**src/rtl/hazard_scoreboard.sv**
```systemverilog
// Hazard unit for the five-stage MIPS pipeline: decodes the D-stage instruction, tracks
// E/M/W write records plus the MDU busy counter, and drives the D stall and forward selects.
module hazard_scoreboard #(
  parameter int unsigned MULT_CYCLES = 5,
  parameter int unsigned DIV_CYCLES  = 10,
  parameter int unsigned REG_AW      = 5
) (
  input  logic        clk,
  input  logic        reset,
  input  logic [31:0] ins_d,
  output logic        stall,
  output logic [1:0]  fwd_rs_d,
  output logic [1:0]  fwd_rt_d,
  output logic [1:0]  fwd_rs_e,
  output logic [1:0]  fwd_rt_e,
  output logic [1:0]  fwd_rt_m,
  output logic        mdu_busy
);
  localparam int unsigned MaxCycles = (MULT_CYCLES > DIV_CYCLES) ? MULT_CYCLES : DIV_CYCLES;
  localparam int unsigned CntW      = $clog2(MaxCycles + 1);

  typedef logic [REG_AW-1:0] reg_t;
  typedef struct packed {
    logic       wr;
    reg_t       dst;
    logic [1:0] tnew;
    logic       md;
    logic       md_div;
  } rec_t;

  rec_t            r_rec_e, r_rec_m, r_rec_w;
  reg_t            r_rs_e, r_rt_e, r_st_e, r_st_m;
  logic [CntW-1:0] r_mdu_cnt;

  logic [5:0] w_op, w_fn;
  reg_t       w_rs, w_rt, w_rd;
  logic       w_cal_r, w_cal_i, w_load, w_store, w_branch;
  logic       w_jal, w_jr, w_md, w_mf, w_mt, w_div;
  logic [1:0] w_tuse_rs, w_tuse_rt;
  reg_t       w_src_rs, w_src_rt, w_src_st;
  rec_t       w_rec_d;
  logic       w_unused;

  assign w_unused = ^{ins_d[10:6], r_rec_w.md, r_rec_w.md_div};

  function automatic logic hazard(reg_t src, logic [1:0] tuse, rec_t rec);
    return rec.wr && (rec.dst == src) && (rec.tnew > tuse);
  endfunction

  // A write record never carries destination 0, so an unread source (0) never matches.
  function automatic logic ready(reg_t src, rec_t rec);
    return rec.wr && (rec.dst == src) && (rec.tnew == 2'd0);
  endfunction

  function automatic logic [1:0] pick(reg_t src, rec_t near, rec_t far);
    if (ready(src, near)) return 2'd1;
    if (ready(src, far))  return 2'd2;
    return 2'd0;
  endfunction

  function automatic rec_t age(rec_t rec);
    rec_t r = rec;
    if (r.tnew != 2'd0) r.tnew = r.tnew - 2'd1;
    return r;
  endfunction

  always_comb begin
    w_op     = ins_d[31:26];
    w_fn     = ins_d[5:0];
    w_rs     = reg_t'(ins_d[25:21]);
    w_rt     = reg_t'(ins_d[20:16]);
    w_rd     = reg_t'(ins_d[15:11]);
    w_cal_r  = 1'b0;
    w_cal_i  = 1'b0;
    w_load   = 1'b0;
    w_store  = 1'b0;
    w_branch = 1'b0;
    w_jal    = 1'b0;
    w_jr     = 1'b0;
    w_md     = 1'b0;
    w_mf     = 1'b0;
    w_mt     = 1'b0;
    w_div    = 1'b0;
    if (w_op == 6'h00) begin
      case (w_fn)
        6'h20, 6'h22, 6'h24, 6'h25, 6'h2a, 6'h2b: w_cal_r = 1'b1;
        6'h08:        w_jr = 1'b1;
        6'h18, 6'h19: w_md = 1'b1;
        6'h1a, 6'h1b: begin
          w_md  = 1'b1;
          w_div = 1'b1;
        end
        6'h10, 6'h12: w_mf = 1'b1;
        6'h11, 6'h13: w_mt = 1'b1;
        default: ;
      endcase
    end else begin
      case (w_op)
        6'h08, 6'h0c, 6'h0d, 6'h0f: w_cal_i  = 1'b1;
        6'h23, 6'h21, 6'h20:        w_load   = 1'b1;
        6'h2b, 6'h29, 6'h28:        w_store  = 1'b1;
        6'h04, 6'h05:               w_branch = 1'b1;
        6'h03:                      w_jal    = 1'b1;
        default: ;
      endcase
    end

    w_tuse_rs = (w_branch | w_jr) ? 2'd0 : 2'd1;
    w_tuse_rt = w_branch ? 2'd0 : (w_store ? 2'd2 : 2'd1);
    w_src_rs  = (w_cal_r | w_cal_i | w_load | w_store | w_branch | w_jr | w_md | w_mt) ?
                w_rs : '0;
    w_src_rt  = (w_cal_r | w_store | w_branch | w_md) ? w_rt : '0;
    w_src_st  = w_store ? w_rt : '0;

    w_rec_d = '0;
    if (w_cal_r | w_mf) begin
      w_rec_d.dst  = w_rd;
      w_rec_d.tnew = 2'd1;
    end else if (w_cal_i) begin
      w_rec_d.dst  = w_rt;
      w_rec_d.tnew = 2'd1;
    end else if (w_load) begin
      w_rec_d.dst  = w_rt;
      w_rec_d.tnew = 2'd2;
    end else if (w_jal) begin
      w_rec_d.dst  = reg_t'(31);
      w_rec_d.tnew = 2'd0;
    end
    w_rec_d.wr     = (w_rec_d.dst != '0);
    w_rec_d.md     = w_md;
    w_rec_d.md_div = w_div;
  end

  assign mdu_busy = (r_mdu_cnt != '0);

  always_comb begin
    stall = hazard(w_src_rs, w_tuse_rs, r_rec_e) | hazard(w_src_rs, w_tuse_rs, r_rec_m) |
            hazard(w_src_rt, w_tuse_rt, r_rec_e) | hazard(w_src_rt, w_tuse_rt, r_rec_m) |
            ((w_md | w_mf | w_mt) & (mdu_busy | r_rec_e.md));
    fwd_rs_d = pick(w_src_rs, r_rec_e, r_rec_m);
    fwd_rt_d = pick(w_src_rt, r_rec_e, r_rec_m);
    fwd_rs_e = pick(r_rs_e, r_rec_m, r_rec_w);
    fwd_rt_e = pick(r_rt_e, r_rec_m, r_rec_w);
    fwd_rt_m = ready(r_st_m, r_rec_w) ? 2'd1 : 2'd0;
  end

  always_ff @(posedge clk) begin
    if (!reset) begin
      r_rec_e   <= '0;
      r_rec_m   <= '0;
      r_rec_w   <= '0;
      r_rs_e    <= '0;
      r_rt_e    <= '0;
      r_st_e    <= '0;
      r_st_m    <= '0;
      r_mdu_cnt <= '0;
    end else begin
      if (stall) begin
        r_rec_e <= '0;
        r_rs_e  <= '0;
        r_rt_e  <= '0;
        r_st_e  <= '0;
      end else begin
        r_rec_e <= w_rec_d;
        r_rs_e  <= w_src_rs;
        r_rt_e  <= w_src_rt;
        r_st_e  <= w_src_st;
      end
      r_rec_m <= age(r_rec_e);
      r_rec_w <= age(r_rec_m);
      r_st_m  <= r_st_e;
      // An md start in E loads even while D stalls behind it.
      if (r_rec_e.md) begin
        r_mdu_cnt <= r_rec_e.md_div ? CntW'(DIV_CYCLES) : CntW'(MULT_CYCLES);
      end else if (r_mdu_cnt != '0) begin
        r_mdu_cnt <= r_mdu_cnt - 1'b1;
      end
    end
  end

endmodule

```
**config.mk**
```make
export PLATFORM = sky130hd
export DESIGN_NAME = hazard_scoreboard
export DESIGN_NICKNAME = d
export VERILOG_FILES = /design/src/rtl/hazard_scoreboard.sv
export SDC_FILE = /design/constraint.sdc
export NUM_CORES = 1
export LEC_CHECK = 0
export ABC_AREA = 1
export CORE_UTILIZATION = 55
export DETAILED_ROUTE_END_ITERATION = 10
export PLACE_DENSITY = 0.86
export SLEW_MARGIN = 40
export SYNTH_ARGS = -nofsm -noshare
export SYNTH_HDL_FRONTEND = slang
export SYNTH_SLANG_ARGS = --single-unit
```
**constraint.sdc**
```tcl
create_clock -name clk -period 5.3 [get_ports clk]
set_input_delay 0.795 -clock clk [delete_from_list [all_inputs] [get_ports clk]]
set_output_delay 0.795 -clock clk [all_outputs]
set_load 0.03 [all_outputs]
```
==> flow_summary.ini <==
[global_route]
grt_max_degree = 24
met3_usage = 0.0453
grt.busiest_layer = met2
antenna_found_initial = 0
grt_remaining_overflow = 0
grt_pass1_vias = 2446
grt_pass1_wl_um = 10600
gr-usage-met1 = 0.311
track_usage = 0.259
grt_util_met2 = 0.468

[place]
portBuffers = 39
place_congestion = 0.832
hpwlAfterDp_um = 5150

[layout]
final_nets = 488
drive_above_1_share = 0.0895
area_growth_syn_to_layout_pct = 18.3
antennaDiodeCount = 0

[route]
antenna_left = 0
wl_um = 6450
drtIter0Drc = 191
drc = 0
vias = 2639
routed_via_density = 5.13
avgRoutedWirePerCell_um = 12.6
drt-pass1-iter-count = 5

[cts]
cts_hold_buf = 0
cts_setup_buffers = 0
cts_buffers = 5
clk_pin_slew_ps = 90
cts_tree = built
clockBufferDepth = 2
root_buffer = clkbuf_8
clkSinkCount = 50
htree_num_levels = 2
clk-insertion-delay-late_ps = 300
cts-resized-gates = 0

[timing]
post-route-period-util = 0.835
whs_ps = 426
slew_violations = 0
tns_ps = 0
rsz0062_at_grt = no
min_period_ps = 4430
finalSetupViolations = 0
tightestPinTransition_ps = 590
timing.fmax_mhz = 226
fin_skew_ps = 3.05
slew_headroom = 0.603
finalHoldViolations = 0

[power_and_ir_drop]
p_sw_uw = 266
power_density_nw_per_um2 = 253
p_int_uw = 572
worst_ir_drop_vdd_mv = 0.197
leakage_uw = 0.00160
combPwrFrac = 0.245
p_clk_frac = 0.271
switching_share = 0.318
sequentialPowerShare = 0.484

[worst_setup_path]
cp_max_fo = 13
crit_buf_inv = 2
reg2reg_to = r_st_e[4]
r2r_setup_slack_ps = 3400
crit_type = input pin to output pin
critPathLaunchType = input pin
crit_family = simple AND/OR/NAND/NOR gates
crit_path_start = ins_d[28]
slowest_stage = clkdlybuf4s50_1
cp.required_ps = 4510
arrival_ps = 3630
path_cells = clkdlybuf4s50_1 > nor2_2 > nand2_2 > nor2_4 > nand2_2 > nand2_2 > nand4_4 > nand2_1 > nand2_1 > nand2_1 > nand2_1 > nor2_1 > nand2_1 > nor3_1 > clkdlybuf4s50_1
cp_common_cell = nand2_1
worstReg2RegStart = r_mdu_cnt[0]
reg2reg_depth = 10
cp-end-kind = output pin
cp_slowest_stage_delay_ps = 720

[floorplanning]
die_area_um2 = 5390
start_util = 0.582
fp-row-count = 25
die_w_um = 73.4
die_y_um = 73.4
coreArea_um2 = 4820
ios = 46

[yosys]
syn_area_per_cell_um2 = 6.89
ys_ff_latch = 50
synth_top_area_share = 0.357
synth-warning-count = 0
synthTopCellsByArea = dfxtp_1 36%, nand2_1 12%, inv_1 9.1%
synthCells = 407
synthDistinctLibCells = 41
synth_fp_nets = 449
synth_seq_area_share = 0.357
synth_area_um2 = 2800
synth_top_area_cell = dfxtp_1

[min_path]
hold_depth = 2
worstHoldStart = r_st_e[4]
hp-class = flip-flop to flip-flop
hold_path_end = r_st_m[4]

[run_status]
status = finished clean

[job]
cap_violations = 0
==> worst max path at each step <==
stage | to | slack [ps] | depth (start not counted)
CTS | fwd_rs_d[0] | 900 | 13
global route | fwd_rs_d[0] | 660 | 15
floorplan | fwd_rs_d[1] | 1530 | 13
detailed placement | fwd_rs_d[0] | 900 | 13
finish | fwd_rs_d[0] | 870 | 15
global placement | fwd_rs_d[0] | 930 | 15
==> cells by family after synthesis <==
kind of cell               Yosys count  share of synthesized area
adders and majority gates            8                     0.0357
xor gates and xnor gates            17                     0.0531
AOI/OAI and AO/OA                   30                     0.0674
buffers and inverters               78                      0.112
other                                1                    0.00134
and+or+nand+nor                    223                      0.373
DFF                                 50                      0.357
==> sequential cells by signal (all words and copies together) (netlist names) <==
| name | count |
|---|---|
| r_rt_e | 5 |
| r_rs_e | 5 |
| r_rec_e | 10 |
| r_rec_m | 8 |
| r_st_m | 5 |
| r_rec_w | 8 |
| r_mdu_cnt | 4 |
| r_st_e | 5 |
==> cell type report <==
type,count,area [um^2]
clock buffers,5,68.8
repair buffers,39,385
inverters,71,267
multi-input cells,279,1490
fillers,432,1500
flip-flops and latches,50,1000
well taps,67,83.8
clock inverters,3,23.8
==> worst min-delay path: cells and delay by family (launching register included) <==
family	cells	cell delay, ps
buf+inv	1	40
flops	1	320
simple gates	1	50
==> cell usage in the layout, fill, tap and decap left out, types with 8 or more instances in the layout <==
master	count
nand2_1	86
inv_1	68
nor2_1	55
dfxtp_1	50
clkdlybuf4s50_1	38
nand3_1	29
nor2_2	12
nor3_1	12
xor2_1	10
ha_1	8
==> per-layer routing <==
metal  part of all wire  up-vias
li1                   -     1355
met1               0.43     1199
met2               0.51       73
met3              0.044       12
met4              0.013        0
met5                  0        -
==> metrics by stage <==
| stage | area (um^2) | setup slack, ps | instances | total power [uW] | util |
|---|---|---|---|---|---|
| 3_3_place_gp | 3230 | 930 | 506 | 607 | 0.670 |
| 6_report | 3320 | 874 | 514 | 838 | 0.689 |
| 3_5_place_dp | 3220 | 902 | 506 | 617 | 0.669 |
| 2_1_floorplan | 2800 | 1530 | 407 | 546 | - |
| 5_1_grt | 3320 | 659 | 514 | 881 | 0.689 |
| 4_1_cts | 3320 | 896 | 514 | 841 | 0.689 |
==> power groups by stage <==
stage	Combinational [uW]	Sequential (uW)	Clock [uW]
after detailed placement	202	414	0
after global placement	194	413	0
after CTS	204	406	232
after global routing	226	409	247
after floorplan	135	411	0
final	205	406	227
==> cells in the mapped netlist <==
master     number
inv_1          68
nand4_1         5
xnor2_1         7
o22ai_1         6
nand2_1        86
o31ai_1         1
buf_1           1
nand3b_1        2
nand4_4         1
nand3_2         3
nand3_1        29
nor2_2         12
xor2_1         10
o211ai_1        2
buf_8           1
dfxtp_1        50
clkinv_1        1
buf_6           1
clkbuf_1        3
a21oi_1         7
nand2_4         1
a21boi_1        1
a2bb2oi_1       1
a2111oi_0       1
o2111ai_1       2
and2_1          1
nor2_4          2
nor3_1         12
nand2_2         7
buf_4           1
a211oi_1        1
nor4_1          4
nor2_1         55
inv_2           2
or2_2           2
a221oi_1        1
ha_1            8
o21ai_0         5
o21ai_1         2
nand3_4         1
conb_1          1
Power figures use the tool's default switching activity.
